<file path="src/rtl/psk_pkg.sv">
// Shared types, mode/state encodings and saturation helpers for the
// PSK error-detect front end.
package psk_pkg;

   localparam int PSK_MAXW = 64;

   localparam logic MODE_BPSK = 1'b1;
   localparam logic MODE_QPSK = 1'b0;

   typedef enum logic {
      ST_RUN   = 1'b0,
      ST_BLANK = 1'b1
   } psk_state_e;

   // Operands are sign-extended WIDTH-bit words, so the 64-bit sum
   // cannot wrap; the result is clamped to the w-bit signed range.
   function automatic logic signed [PSK_MAXW-1:0] sat_add(
      input logic signed [PSK_MAXW-1:0] a,
      input logic signed [PSK_MAXW-1:0] b,
      input int                         w
   );
      logic signed [PSK_MAXW-1:0] s;
      logic signed [PSK_MAXW-1:0] hi;
      logic signed [PSK_MAXW-1:0] lo;
      s  = a + b;
      hi = (64'sd1 <<< (w - 1)) - 64'sd1;
      lo = -hi - 64'sd1;
      if (s > hi)
         return hi;
      else if (s < lo)
         return lo;
      else
         return s;
   endfunction

   // Negating the most negative w-bit value yields the most positive.
   function automatic logic signed [PSK_MAXW-1:0] sat_neg(
      input logic signed [PSK_MAXW-1:0] a,
      input int                         w
   );
      logic signed [PSK_MAXW-1:0] hi;
      logic signed [PSK_MAXW-1:0] lo;
      hi = (64'sd1 <<< (w - 1)) - 64'sd1;
      lo = -hi - 64'sd1;
      if (a == lo)
         return hi;
      else
         return -a;
   endfunction

endpackage

</file>
<file path="src/rtl/psk_iq_precondition.sv">
// Registered I/Q pre-conditioning for the BPSK/QPSK detectors.
// Ports: is_bpsk mode, in_I/in_Q samples+valids, out_I/out_Q to detectors.
import psk_pkg::*;

module psk_iq_precondition #(
   parameter int WIDTH      = 16,
   parameter int QPSK_SHIFT = 6
) (
   input  logic                    clk,
   input  logic                    rst_n,
   input  logic                    is_bpsk,
   input  logic signed [WIDTH-1:0] in_I_tdata,
   input  logic                    in_I_tvalid,
   input  logic signed [WIDTH-1:0] in_Q_tdata,
   input  logic                    in_Q_tvalid,
   output logic signed [WIDTH-1:0] out_I_tdata,
   output logic                    out_I_tvalid,
   output logic signed [WIDTH-1:0] out_Q_tdata,
   output logic                    out_Q_tvalid
);

   logic signed [WIDTH-1:0] r_out_i;
   logic signed [WIDTH-1:0] r_out_q;
   logic signed [WIDTH-1:0] w_nxt_i;
   logic signed [WIDTH-1:0] w_nxt_q;

   function automatic logic signed [WIDTH-1:0] f_bpsk(
      input logic signed [WIDTH-1:0] a,
      input logic signed [WIDTH-1:0] b,
      input logic                    sub
   );
      logic signed [PSK_MAXW-1:0] bb;
      bb = sub ? -PSK_MAXW'(b) : PSK_MAXW'(b);
      return WIDTH'(sat_add(PSK_MAXW'(a), bb, WIDTH));
   endfunction

   function automatic logic signed [WIDTH-1:0] f_qpsk(
      input logic signed [WIDTH-1:0] x,
      input logic                    neg
   );
      logic signed [PSK_MAXW-1:0] t;
      t = neg ? sat_neg(PSK_MAXW'(x), WIDTH) : PSK_MAXW'(x);
      t = t >>> QPSK_SHIFT;
      return WIDTH'(t);
   endfunction

   always_comb begin
      w_nxt_i = '0;
      w_nxt_q = '0;
      if (is_bpsk == MODE_QPSK) begin
         w_nxt_i = f_qpsk(in_I_tdata, in_Q_tdata < 0);
         w_nxt_q = f_qpsk(in_Q_tdata, in_I_tdata < 0);
      end else begin
         w_nxt_i = f_bpsk(in_I_tdata, in_Q_tdata, 1'b0);
         w_nxt_q = f_bpsk(in_I_tdata, in_Q_tdata, 1'b1);
      end
      if (!in_I_tvalid)
         w_nxt_i = '0;
      if (!in_Q_tvalid)
         w_nxt_q = '0;
   end

   always_ff @(posedge clk or negedge rst_n) begin
      if (!rst_n) begin
         r_out_i <= '0;
         r_out_q <= '0;
      end else begin
         r_out_i <= w_nxt_i;
         r_out_q <= w_nxt_q;
      end
   end

   // The loop filter is kept primed: outputs are always valid.
   assign out_I_tdata  = r_out_i;
   assign out_Q_tdata  = r_out_q;
   assign out_I_tvalid = 1'b1;
   assign out_Q_tvalid = 1'b1;

endmodule

</file>
<file path="src/rtl/psk_error_detect_ctrl.sv">
// Costas-loop phase-error front end: I/Q pre-conditioning, error mux,
// post-mode-change blanking FSM and optional clamp (ERROR_CLAMP_EN).
import psk_pkg::*;

module psk_error_detect_ctrl #(
   parameter int WIDTH        = 16,
   parameter int QPSK_SHIFT   = 6,
   parameter int BLANK_CYCLES = 4,
   parameter int ERR_LIMIT    = 2**(WIDTH-2)
) (
   input  logic                    clk,
   input  logic                    rst_n,
   input  logic                    is_bpsk,
   input  logic signed [WIDTH-1:0] in_I_tdata,
   input  logic                    in_I_tvalid,
   input  logic signed [WIDTH-1:0] in_Q_tdata,
   input  logic                    in_Q_tvalid,
   output logic signed [WIDTH-1:0] out_I_tdata,
   output logic                    out_I_tvalid,
   output logic signed [WIDTH-1:0] out_Q_tdata,
   output logic                    out_Q_tvalid,
   input  logic signed [WIDTH-1:0] error_bpsk_tdata,
   input  logic                    error_bpsk_tvalid,
   input  logic signed [WIDTH-1:0] error_qpsk_tdata,
   input  logic                    error_qpsk_tvalid,
   output logic signed [WIDTH-1:0] error_tdata,
   output logic                    error_tvalid,
   output logic                    is_bpsk_delayed,
   output logic                    blanking,
   output logic                    clamp_active
);

   localparam int CW = (BLANK_CYCLES < 1) ? 1
                                          : $clog2(BLANK_CYCLES + 1);
   localparam logic [CW-1:0] CNT_LOAD = CW'(BLANK_CYCLES);
   localparam psk_state_e ST_RST = (BLANK_CYCLES == 0) ? ST_RUN
                                                       : ST_BLANK;

   if (ERR_LIMIT < 1 || ERR_LIMIT > 2**(WIDTH-1) - 1) begin : g_bad_lim
      $error("ERR_LIMIT out of range");
   end
   if (QPSK_SHIFT < 0 || QPSK_SHIFT >= WIDTH) begin : g_bad_shift
      $error("QPSK_SHIFT out of range");
   end

   psk_state_e              r_state;
   psk_state_e              w_state_nxt;
   logic [CW-1:0]           r_cnt;
   logic [CW-1:0]           w_cnt_nxt;
   logic                    r_is_bpsk_d;
   logic signed [WIDTH-1:0] r_err;
   logic                    r_err_vld;
   logic                    r_clamp;
   logic signed [WIDTH-1:0] w_sel;
   logic                    w_sel_vld;
   logic                    w_chg;
   logic signed [WIDTH-1:0] w_blk;
   logic signed [WIDTH-1:0] w_err_nxt;
   logic                    w_clamp_nxt;

   psk_iq_precondition #(
      .WIDTH      (WIDTH),
      .QPSK_SHIFT (QPSK_SHIFT)
   ) u_iq (
      .clk          (clk),
      .rst_n        (rst_n),
      .is_bpsk      (is_bpsk),
      .in_I_tdata   (in_I_tdata),
      .in_I_tvalid  (in_I_tvalid),
      .in_Q_tdata   (in_Q_tdata),
      .in_Q_tvalid  (in_Q_tvalid),
      .out_I_tdata  (out_I_tdata),
      .out_I_tvalid (out_I_tvalid),
      .out_Q_tdata  (out_Q_tdata),
      .out_Q_tvalid (out_Q_tvalid)
   );

   // The delayed mode matches the detectors' one-cycle latency.
   assign w_sel     = (r_is_bpsk_d == MODE_BPSK) ? error_bpsk_tdata
                                                 : error_qpsk_tdata;
   assign w_sel_vld = (r_is_bpsk_d == MODE_BPSK) ? error_bpsk_tvalid
                                                 : error_qpsk_tvalid;
   assign w_chg     = (is_bpsk != r_is_bpsk_d);

   always_comb begin
      w_state_nxt = r_state;
      w_cnt_nxt   = r_cnt;
      if (BLANK_CYCLES == 0) begin
         w_state_nxt = ST_RUN;
      end else begin
         case (r_state)
            ST_RUN: begin
               if (w_chg) begin
                  w_state_nxt = ST_BLANK;
                  w_cnt_nxt   = CNT_LOAD;
               end
            end
            ST_BLANK: begin
               // A reload wins over the final decrement.
               if (w_chg) begin
                  w_cnt_nxt = CNT_LOAD;
               end else if (w_sel_vld) begin
                  w_cnt_nxt = r_cnt - 1'b1;
                  if (r_cnt == CW'(1))
                     w_state_nxt = ST_RUN;
               end
            end
            default: begin
               w_state_nxt = ST_RUN;
            end
         endcase
      end
   end

   assign w_blk = (w_sel_vld && r_state == ST_RUN) ? w_sel : '0;

`ifdef ERROR_CLAMP_EN
   localparam logic signed [WIDTH-1:0] LIM_P = WIDTH'(ERR_LIMIT);
   localparam logic signed [WIDTH-1:0] LIM_N = -LIM_P;

   always_comb begin
      w_err_nxt   = w_blk;
      w_clamp_nxt = 1'b0;
      if (w_blk > LIM_P) begin
         w_err_nxt   = LIM_P;
         w_clamp_nxt = 1'b1;
      end else if (w_blk < LIM_N) begin
         w_err_nxt   = LIM_N;
         w_clamp_nxt = 1'b1;
      end
   end
`else
   assign w_err_nxt   = w_blk;
   assign w_clamp_nxt = 1'b0;
`endif

   always_ff @(posedge clk or negedge rst_n) begin
      if (!rst_n) begin
         r_state     <= ST_RST;
         r_cnt       <= CNT_LOAD;
         r_is_bpsk_d <= 1'b1;
         r_err       <= '0;
         r_err_vld   <= 1'b0;
         r_clamp     <= 1'b0;
      end else begin
         r_state     <= w_state_nxt;
         r_cnt       <= w_cnt_nxt;
         r_is_bpsk_d <= is_bpsk;
         r_err       <= w_err_nxt;
         r_err_vld   <= w_sel_vld;
         r_clamp     <= w_clamp_nxt;
      end
   end

   assign error_tdata     = r_err;
   assign error_tvalid    = r_err_vld;
   assign is_bpsk_delayed = r_is_bpsk_d;
   assign blanking        = (r_state == ST_BLANK);
   assign clamp_active    = r_clamp;

endmodule

</file>
<file path="config.mk">
export PLATFORM = sky130hd
export DESIGN_NAME = psk_error_detect_ctrl
export DESIGN_NICKNAME = d
export VERILOG_FILES = /design/src/rtl/psk_pkg.sv /design/src/rtl/psk_iq_precondition.sv /design/src/rtl/psk_error_detect_ctrl.sv
export SDC_FILE = /design/constraint.sdc
export NUM_CORES = 1
export LEC_CHECK = 0
export BUFFER_PORTS_ARGS = -buffer_cell sky130_fd_sc_hd__buf_2
export CAP_MARGIN = 10
export CORE_AREA = 5 5 131 133
export DETAILED_ROUTE_END_ITERATION = 6
export DIE_AREA = 0 0 136 138
export HOLD_SLACK_MARGIN = 0.15
export PLACE_DENSITY = 0.74
export SETUP_SLACK_MARGIN = 0.02
export SYNTH_ARGS = -nofsm -noshare
export SYNTH_HDL_FRONTEND = slang
export SYNTH_HIERARCHICAL = 1
export SYNTH_SLANG_ARGS = --single-unit
</file>
<file path="constraint.sdc">
create_clock -name clk -period 1.4 [get_ports clk]
set_input_delay 0.07 -clock clk [delete_from_list [all_inputs] [get_ports clk]]
set_output_delay 0.07 -clock clk [all_outputs]
set_load 0.02 [all_outputs]
</file>
==> results.sh, run 1 <==
export IMPL_synth_most_common_cell="nand2_1"
export IMPL_die_height_um=138
export IMPL_worst_endpoint="u_iq/out_Q_tdata[2]$_DFF_PN0_/D"
export IMPL_yosys_area_top_type="dfrtp_1"
export IMPL_ys_types=91
export IMPL_netlist_top_cells_area="dfrtp_1 (15%), ha_1 (13%), a21oi_1 (6.6%), xnor2_1 (5.7%), nand2_1 (5.1%)"
export IMPL_rows=46
export IMPL_htreeDepth=2
export IMPL_synth_edf_count=0
export IMPL_io_buffers=121
export IMPL_synth_flop_cell="dfrtp_1"
export IMPL_synth_seq_cells=54
export IMPL_firstError="[ERROR GRT-0232] Routing congestion too high. Check the congestion heatmap in the GUI."
export IMPL_clock_sinks=54
export IMPL_track_usage_pct=77.7
export IMPL_cts_made_buffers=5
export IMPL_die_w_um=136
export IMPL_io_pins=125
export IMPL_netlist_top_cells_count="nand2_1 (113), a21oi_1 (110), nor2_1 (97), ha_1 (87), o21ai_0 (77)"
export IMPL_cts_root_buf="clkbuf_16"
export IMPL_worst_ep_kind="register input"
export IMPL_initial_core_util_pct=53.3
export IMPL_synth_top_area_share_pct=15.2
export IMPL_hpwl_um=30900
export IMPL_ctsLongestPathBuffers=2
export IMPL_syn_mean_instance_area_sq_um=7.57
export IMPL_gr_total_overflow=120
export IMPL_synth_area_sq_um=8380
export IMPL_routabilityCongestion=1.07
export IMPL_stop_stage="5_1_grt"
export IMPL_syn_inst=1107
export IMPL_status="did not finish"
export IMPL_yosysWarnings=6
export IMPL_async_flop_share_pct=100
export IMPL_yosysSeqAreaShare_pct=16.2
export IMPL_place_ws_ns=-4.85
export IMPL_grt_max_degree=25
[repair_timing]
item	in CTS
gates cloned	2
setup buffers	19
gates resized for setup	94
hold buffers	33
pin swaps	23
hold endpoints to repair	45
endpoints found under the setup margin	34
[logic make-up after synthesis]
family,share of synthesized area [%]
AND/OR/NAND/NOR,24.0
multiplexers,2.45
adder cells (fa/ha/maj),13.5
XOR/XNOR,8.35
flip-flops,16.2
other,0.0896
buffers and inverters,5.36
AO/OA/AOI/OAI,30.1
[routing by layer]
layer,overflow,track usage [%]
met1,1,76.9
met2,49,89.5
met5,0,33.6
met4,67,82.7
met3,3,65.1
[per-stage QoR]
step / cells / utilization, % / instance area [sq um] / TNS, ns / hold slack, ns
after detailed placement: 1823 / 79.8 / 12500 / -112.19 / 0.0909
after floorplan: 1108 / - / 8720 / -91.67 / -0.226
after CTS: 1885 / 87.1 / 13700 / -90.96 / 0.156
after global placement: 1823 / 79.8 / 12500 / -107.99 / 0.0809
==> inputs of run 2 (changes only) <==
Settings changed: CORE_AREA 5 5 131 133 to 5 5 151 153, DIE_AREA 0 0 136 138 to 0 0 156 158, HOLD_SLACK_MARGIN 0.15 to not set, PLACE_DENSITY 0.74 to not set, PLACE_DENSITY_LB_ADDON set to 0.15, SETUP_SLACK_MARGIN 0.02 to not set.
Clock period 1.4 ns to 1.8 ns, I/O delays scaled along.
==> run 2 against run 1 <==
Effect of this change:
- the flow now finishes, with violations (setup timing)
- synthesized cell count unchanged
- synthesized area unchanged
==> results.sh, run 2 <==
export IMPL_io_buffers=121
export IMPL_ir_worst_vdd_mv=0.379
export IMPL_p_leak_nw=6.36
export IMPL_max_freq_ghz=0.180
export IMPL_layout_common_cells="buf_4 (414), buf_2 (117), nand2_1 (106)"
export IMPL_initial_core_util_pct=39.1
export IMPL_n_antenna_cell=0
export IMPL_worstRegToRegCells=3
export IMPL_min_to="error_tdata[5]"
export IMPL_ctsLongestPathBuffers=2
export IMPL_fin_ws_ns=-3.77
export IMPL_final_common_cell="buf_4"
export IMPL_crit_top_cell="or3_4"
export IMPL_dieArea_sq_um=24600
export IMPL_rows=54
export IMPL_post_drt_wl_per_cell_um=18.2
export IMPL_gr_total_overflow=0
export IMPL_cts_made_buffers=5
export IMPL_rsz0062_at_grt="true"
export IMPL_cpPeakStageDelay_ns=0.39
export IMPL_ys_types=91
export IMPL_hold_viol=0
export IMPL_path_buf_inv=5
export IMPL_area_delta_synth_final_pct=59.7
export IMPL_crit_path_start_kind="input pin"
export IMPL_grt_pass1_vias=10400
export IMPL_synth_most_common_cell="nand2_1"
export IMPL_hold_depth=3
export IMPL_coreArea_sq_um=21400
export IMPL_maxSlewViolCount=0
export IMPL_drt_vias_per_instance=5.46
export IMPL_drive_above_1_share_pct=45.2
export IMPL_route_detailed_drc=0
export IMPL_grt_pass1_wl_um=54500
export IMPL_syn_inst=1107
export IMPL_cp_max_fo=8
export IMPL_syn_mean_instance_area_sq_um=7.57
export IMPL_netlist_top_cells_count="nand2_1 (113), a21oi_1 (110), nor2_1 (97), ha_1 (87), o21ai_0 (77)"
export IMPL_min_from="error_qpsk_tdata[5]"
export IMPL_final_setup_skew_ns=0.0136
export IMPL_yosys_area_top_type="dfrtp_1"
export IMPL_synth_seq_cells=54
export IMPL_synth_top_area_share_pct=15.2
export IMPL_setup_viol_count_final=32
export IMPL_synth_edf_count=0
export IMPL_synth_area_sq_um=8380
export IMPL_cts_root_buf="clkbuf_16"
export IMPL_slew_headroom_pct=52.6
export IMPL_yosysWarnings=6
export IMPL_fin_crit_ns=5.57
export IMPL_drv_cap=0
export IMPL_htreeDepth=2
export IMPL_vias=10400
export IMPL_async_flop_share_pct=100
export IMPL_p_per_area_nw_per_um2=529
export IMPL_rr_startpoint="is_bpsk_delayed"
export IMPL_clock_sinks=54
export IMPL_final_nets=1778
export IMPL_crit_path_end_kind="flip-flop"
export IMPL_track_usage_pct=27.6
export IMPL_place_ws_ns=-4.41
export IMPL_netlist_top_cells_area="dfrtp_1 (15%), ha_1 (13%), a21oi_1 (6.6%), xnor2_1 (5.7%), nand2_1 (5.1%)"
export IMPL_die_height_um=158
export IMPL_hpwl_um=28800
export IMPL_cp_arrival_ns=5.76
export IMPL_cp_slowest_cell="or3_4"
export IMPL_routabilityCongestion=1.02
export IMPL_status="finished with violations"
export IMPL_critical_path_class="input pin to flip-flop"
export IMPL_hold_slack_ns=0.0232
export IMPL_first_iter_violations=649
export IMPL_r2r_end="error_tdata[2]"
export IMPL_violations="setup timing"
export IMPL_tightest_slew_ns=0.709
export IMPL_io_pins=125
export IMPL_synth_flop_cell="dfrtp_1"
export IMPL_timing_final_crit_share_pct=309
export IMPL_cts_clk_slew_worst_paths_ns=0.08
export IMPL_antenna_found_initial=0
export IMPL_insertion_delay_ns=0.31
export IMPL_reg2reg_setup_slack_ns=0.42
export IMPL_yosysSeqAreaShare_pct=16.2
export IMPL_route_final_wire_length_um=34600
export IMPL_grt_max_degree=28
export IMPL_detail_route_first_pass_iterations=6
export IMPL_die_w_um=156
export IMPL_tritoncts="yes"
export IMPL_crit_family="simple AND/OR/NAND/NOR gates"
export IMPL_ant_nets=0
export IMPL_fillers=1891
export IMPL_required_ns=1.99
export IMPL_hp_class="input pin to flip-flop"
==> run 2: cell counts after synthesis <==
Identical to the previous run, type by type.
==> run 2: power breakdown <==
part | total [mW] | leakage [nW] | switching (mW) | internal, mW
clock network | 1.05 | 0.0759 | 0.515 | 0.533
registers | 1.37 | 0.696 | 0.0443 | 1.32
logic | 4.66 | 5.59 | 2.44 | 2.22
==> run 2: repair_timing <==
item	4_1_cts	5_1_grt
pin swaps	23	14
hold endpoints to repair	18	0
buffers inserted	15	10
cloned	4	0
hold buffers	1	0
gates resized for setup	70	34
endpoints found under the setup margin	32	32
==> run 2: metal layers <==
layer / wire length, um / vias to the layer above / track usage (%)
li1: - / 5098 / -
met1: 14400 / 4871 / 33.8
met2: 17200 / 339 / 49.6
met3: 1900 / 70 / 4.26
met4: 1130 / 0 / 9.09
met5: 0 / - / 0
==> run 2: worst max-delay path by stage <==
stage	start	endpoint	slack, ns	depth (start not counted)
after global routing	in_Q_tdata[2]	u_iq/out_Q_tdata[3]	-4.07	26
after detailed placement	in_Q_tdata[2]	u_iq/out_Q_tdata[2]	-4.41	26
after floorplan	in_Q_tdata[2]	u_iq/out_Q_tdata[11]	-3.77	26
final	in_Q_tdata[2]	u_iq/out_Q_tdata[3]	-3.77	26
after global placement	in_Q_tdata[2]	u_iq/out_Q_tdata[14]	-4.28	25
after CTS	in_Q_tdata[2]	u_iq/out_Q_tdata[3]	-3.73	25
==> run 2: layout make-up <==
cell class	count	area, sq um	share of cell area (%)
inverter	42	158	1.18
tap	280	350	2.62
timing repair buffer	552	4000	29.9
sequential	54	1360	10.1
multi-input combinational	963	7360	55.0
clock inverter	3	28.8	0.215
clock buffer	5	125	0.935
==> run 2: kinds of logic after synthesis <==
group	share of synthesized area [%]
and+or+nand+nor	24.0
AOI/OAI and AO/OA	30.1
buffers and inverters	5.36
adders and majority gates	13.5
xor gates and xnor gates	8.35
DFF	16.2
muxes	2.45
other	0.0896
==> run 2: metrics by stage <==
step / cells / utilization (%) / power (mW) / setup TNS (ns) / area, sq um
6_report: 1899 / 62.5 / 7.07 / -77.54 / 13400
5_1_grt: 1899 / 62.5 / 7.48 / -83.79 / 13400
4_1_cts: 1892 / 61.7 / 7.00 / -76.69 / 13200
3_5_place_dp: 1864 / 58.3 / 5.66 / -97.75 / 12500
3_3_place_gp: 1864 / 58.3 / 5.64 / -95.15 / 12500
2_1_floorplan: 1108 / - / 3.67 / -77.77 / 8720
==> run 2: worst register-to-register path, cell delays in order (launching register included) <==
cell,delay [ns]
dfstp_2,0.54
mux2_4,0.35
nand2b_2,0.26
nor2_1,0.11
Power figures use the tool's default switching activity.
